$ cat config.mk
export PLATFORM = sky130hd
export DESIGN_NAME = full_adder_unit
export DESIGN_NICKNAME = d
export VERILOG_FILES = /design/src/rtl/adder_pkg.sv /design/src/rtl/full_adder_bit.sv /design/src/rtl/full_adder_unit.sv
export SDC_FILE = /design/constraint.sdc
export NUM_CORES = 1
export LEC_CHECK = 0
export CORE_AREA = 2 2 39 41
export CTS_BUF_LIST = sky130_fd_sc_hd__clkbuf_8 sky130_fd_sc_hd__clkbuf_16
export DETAILED_ROUTE_END_ITERATION = 12
export DIE_AREA = 0 0 41 43
export PLACE_DENSITY_LB_ADDON = 0.1
export SLEW_MARGIN = 5
export SYNTH_ARGS = -nofsm -noshare
export SYNTH_HDL_FRONTEND = slang
export SYNTH_HIERARCHICAL = 1
export SYNTH_SLANG_ARGS = --single-unit
$ cat constraint.sdc
create_clock -name clk -period 1.3 [get_ports clk]
set_input_delay 0.13 -clock clk [delete_from_list [all_inputs] [get_ports clk]]
set_output_delay 0.13 -clock clk [all_outputs]
set_load 0.005 [all_outputs]
$ cat src/rtl/adder_pkg.sv
// Shared constants for the ripple-carry adder unit: default width and the
// legal width range, plus a helper used for the elaboration-time range check.
package adder_pkg;

    localparam int ADDER_WIDTH_DEF = 1;
    localparam int ADDER_WIDTH_MIN = 1;
    localparam int ADDER_WIDTH_MAX = 64;

    function automatic bit adder_width_ok(input int width);
        return (width >= ADDER_WIDTH_MIN) && (width <= ADDER_WIDTH_MAX);
    endfunction

endpackage

$ cat src/rtl/full_adder_bit.sv
// One-bit combinational full adder; the top module chains one per operand bit.
module full_adder_bit (
    input  logic a,
    input  logic b,
    input  logic cin,
    output logic sum,
    output logic cout
);

    logic prop;

    assign prop = a ^ b;
    assign sum  = prop ^ cin;
    assign cout = (a & b) | (cin & prop);

endmodule

$ cat src/rtl/full_adder_unit.sv
// Registered WIDTH-bit ripple-carry adder: {carry, sum} = a + b + c, one cycle
// latency, one operand set per cycle, outputs hold when no valid input arrives.
module full_adder_unit
    import adder_pkg::*;
#(
    parameter int WIDTH = ADDER_WIDTH_DEF
) (
    input  logic             clk,
    input  logic             rst,
    input  logic             in_valid,
    input  logic [WIDTH-1:0] a,
    input  logic [WIDTH-1:0] b,
    input  logic             c,
    output logic [WIDTH-1:0] sum,
    output logic             carry,
    output logic             out_valid
);

    generate
        if (!adder_width_ok(WIDTH)) begin : g_width_check
            $error("full_adder_unit: WIDTH=%0d outside legal range %0d..%0d",
                   WIDTH, ADDER_WIDTH_MIN, ADDER_WIDTH_MAX);
        end
    endgenerate

    // chain[i] is the carry into bit i; chain[WIDTH] is the final carry-out.
    logic [WIDTH:0]   chain;
    logic [WIDTH-1:0] sum_comb;

    assign chain[0] = c;

    generate
        for (genvar i = 0; i < WIDTH; i++) begin : g_bit
            full_adder_bit u_bit (
                .a    (a[i]),
                .b    (b[i]),
                .cin  (chain[i]),
                .sum  (sum_comb[i]),
                .cout (chain[i+1])
            );
        end
    endgenerate

    // Result registers only load on in_valid, so unknown operands presented
    // while idle never reach sum/carry.
    always_ff @(posedge clk) begin
        if (rst) begin
            sum       <= '0;
            carry     <= 1'b0;
            out_valid <= 1'b0;
        end else begin
            out_valid <= in_valid;
            if (in_valid) begin
                sum   <= sum_comb;
                carry <= chain[WIDTH];
            end
        end
    end

endmodule

==> impl_metrics.csv <==
group,metric,value,unit
setup_path,worst-path-max-fanout,2,
cells_and_area,syn_to_final_growth,127,%
setup_path,max_stage_delay,500,ps
clocking,cts_tree,"built",
synth,yosysTopAreaCellShare,52.7,%
synth,synth_most_common_cell,"dfxtp_1",
detailed_routing,drtAntennaViolNets,0,
clocking,cts_buffer_depth,2,
setup_path,cp-end-kind,"output pin",
setup_path,reg2reg_depth,2,
floorplanning,initial_core_util,8.23,%
synth,yosysWarnings,6,
synth,synthCells,9,
hold_path,hold_depth,2,
floorplanning,core,0.00138,mm^2
clocking,clockRootBuffer,"clkbuf_8",
sta,final-setup-viol-count,0,
floorplanning,ioPinCount,9,
synth,synthArstFlopShare,0,%
pwr,p_seq_share,25.0,%
setup_path,critPathTopFamily,"buffers and inverters",
setup_path,worstSetupStartpointType,"register",
setup_path,r2r-start,"carry$_SDFFE_PP0P_",
sta,setup_tns,0,ps
pwr,p_clk_share,64.0,%
sta,tightest_slew,160,ps
detailed_routing,drtIter0Drc,1,
detailed_routing,drt-total-wl,275,um
sta,layout_min_cycle_time,1180,ps
detailed_routing,detailroute.via_count,106,
hold_path,hold_path_class,"reg -> reg",
floorplanning,die_area,0.00176,mm^2
clocking,clock-sinks,3,
setup_path,arrival,1050,ps
pwr,ir_worst_vdd,0.000438,V
pwr,p_leak,0.107,nW
hold_path,holdPathEnd,"sum$_SDFFE_PP0P_",
detailed_routing,route.detailed.drc,0,
synth,ys_top_cells_by_count,"3 x dfxtp_1, 2 x mux2i_1, 2 x nor2_1",
cells_and_area,nNetsFinal,29,
sta,fin_worst_skew,0,ps
cells_and_area,antenna_cells,0,
synth,synthDistinctLibCells,5,
grt,grt_pass1_vias,119,
sta,period_share,90.5,%
pwr,p_switching,0.0774,mW
synth,ys_seq_area_share,52.7,%
setup_path,worstPathBufferInverterCount,1,
grt,antenna_found_initial,0,
setup_path,r2r-end,"carry$_SDFFE_PP0P_",
cells_and_area,finalInstanceArea,259,um^2
run,cap_violations,0,
sta,hold_viol,0,
synth,synth-seq-cells,3,
detailed_routing,firstDrtPassIters,4,
sta,slew_viol_final,0,
setup_path,worstSetupPathType,"reg -> out",
placement,pre_cts_slack,-61.9,ps
floorplanning,die_w,41,um
placement,port_buffers,8,
sta,relSlewSlack,89.3,%
synth,syn_area,114,um^2
pwr,power_frac_comb,11.0,%
run_status,outcome,"finished clean",
synth,ys_top_cells_by_area,"dfxtp_1 53%, fa_1 18%, mux2i_1 18%",
clocking,cts.htree.levels,1,
synth,yosys.area.top_type,"dfxtp_1",
detailed_routing,wire_per_inst,7.43,um
pwr,power_density,1580,mW/mm^2
floorplanning,num_rows,14,
sta,grt_setup_unrepaired,"false",
detailed_routing,vias_per_cell,2.86,
grt,grt_pass1_wl,414,um
clocking,post_cts_buffers,0,
sta,max_freq,850,MHz
synth,avgSynthCellArea,12.7,um^2
clocking,cts_made_buffers,3,
synth,synthFlopType,"dfxtp_1",
sta,fin_ws,123,ps
synth,synth_edf_count,0,
clocking,cts_resized,0,
synth,synth_nets,16,
clocking,clk_pin_slew,30,ps
floorplanning,die_y,43,um
placement,place_congestion,0.517,
grt,grt-ovfl-total,0,
setup_path,cp_slowest_cell,"clkdlybuf4s50_1",
grt,grt_max_degree,4,
setup_path,r2r_slack,710,ps
grt,grtUsageTotal,4.81,%
setup_path,crit_required,1170,ps
setup_path,cp.depth,1,
pwr,intPower,0.332,mW
placement,placed_cell_area,214,um^2
setup_path,crit_chain,"clkdlybuf4s50_1",
clocking,clkLatencyLatePin,210,ps
cells_and_area,fin_util,18.7,%
cells_and_area,layout-drive-gt1-share,14.3,%
pwr,switching_share,18.9,%
hold_path,min_from,"sum$_SDFFE_PP0P_",
clocking,cts_hold_buf,0,
## cells by family after synthesis
group	synth area share [%]
adder cells (fa/ha/maj)	17.6
multiplexers	17.6
flip-flops	52.7
AND/OR/NAND/NOR	12.1
## stage by stage
| stage | power [mW] | hold WS, ps | cells |
|---|---|---|---|
| floorplan | 0.115 | 202 | 9 |
| global placement | 0.150 | 480 | 33 |
| detailed placement | 0.149 | 490 | 33 |
| CTS | 0.420 | 498 | 37 |
| global route | 0.440 | 538 | 37 |
| finish | 0.409 | 491 | 37 |
## power by group through the flow
stage               clock network [mW]  logic [mW]  registers [mW]
floorplan                            0      0.0112           0.104
global placement                     0      0.0468           0.103
detailed placement                   0      0.0459           0.103
CTS                              0.272      0.0463           0.102
global route                     0.287      0.0497           0.103
finish                           0.262      0.0451           0.102
## final cells by class
type | instances | area, um^2
Fill cell | 158 | 1120
Timing Repair Buffer | 8 | 80.1
Sequential cell | 3 | 60.1
Multi-Input combinational cell | 6 | 53.8
Clock buffer | 3 | 41.3
Tap cell | 16 | 20.0
Clock inverter | 1 | 3.75
## worst reg2reg max path, cell delays in order, from the launching register on
cell and delay (ps):
dfxtp_1 310, mux2i_1 120, nor2_1 60
## cell usage in the layout (no fill, tap or decap)
cell	instances
nor2_1	2
clkbuf_8	3
fa_1	1
dfxtp_1	3
clkdlybuf4s50_1	8
nor2b_1	1
inv_1	1
mux2i_1	2
## flip-flops by register name, summed over array words and instances, names as in the netlist
name / flops
out_valid: 1
sum: 1
carry: 1
## layer usage
metal / wire [um] / global-route usage (%) / part of all wire (%) / vias to the layer above
met5: 0 / 0 / 0 / -
met4: 0 / 6.00 / 0 / 0
met3: 47 / 7.85 / 17 / 0
met2: 97 / 3.75 / 35 / 6
met1: 131 / 3.83 / 48 / 47
li1: - / - / - / 53
## worst max-delay path by stage
stage	slack, ps	startpoint	to
2_1_floorplan	430	a	sum$_SDFFE_PP0P_
3_3_place_gp	-60	a	sum$_SDFFE_PP0P_
3_5_place_dp	-60	a	sum$_SDFFE_PP0P_
4_1_cts	120	carry$_SDFFE_PP0P_	carry
5_1_grt	90	carry$_SDFFE_PP0P_	carry
6_report	120	carry$_SDFFE_PP0P_	carry
Note: power is estimated with default switching activity, not from simulation.
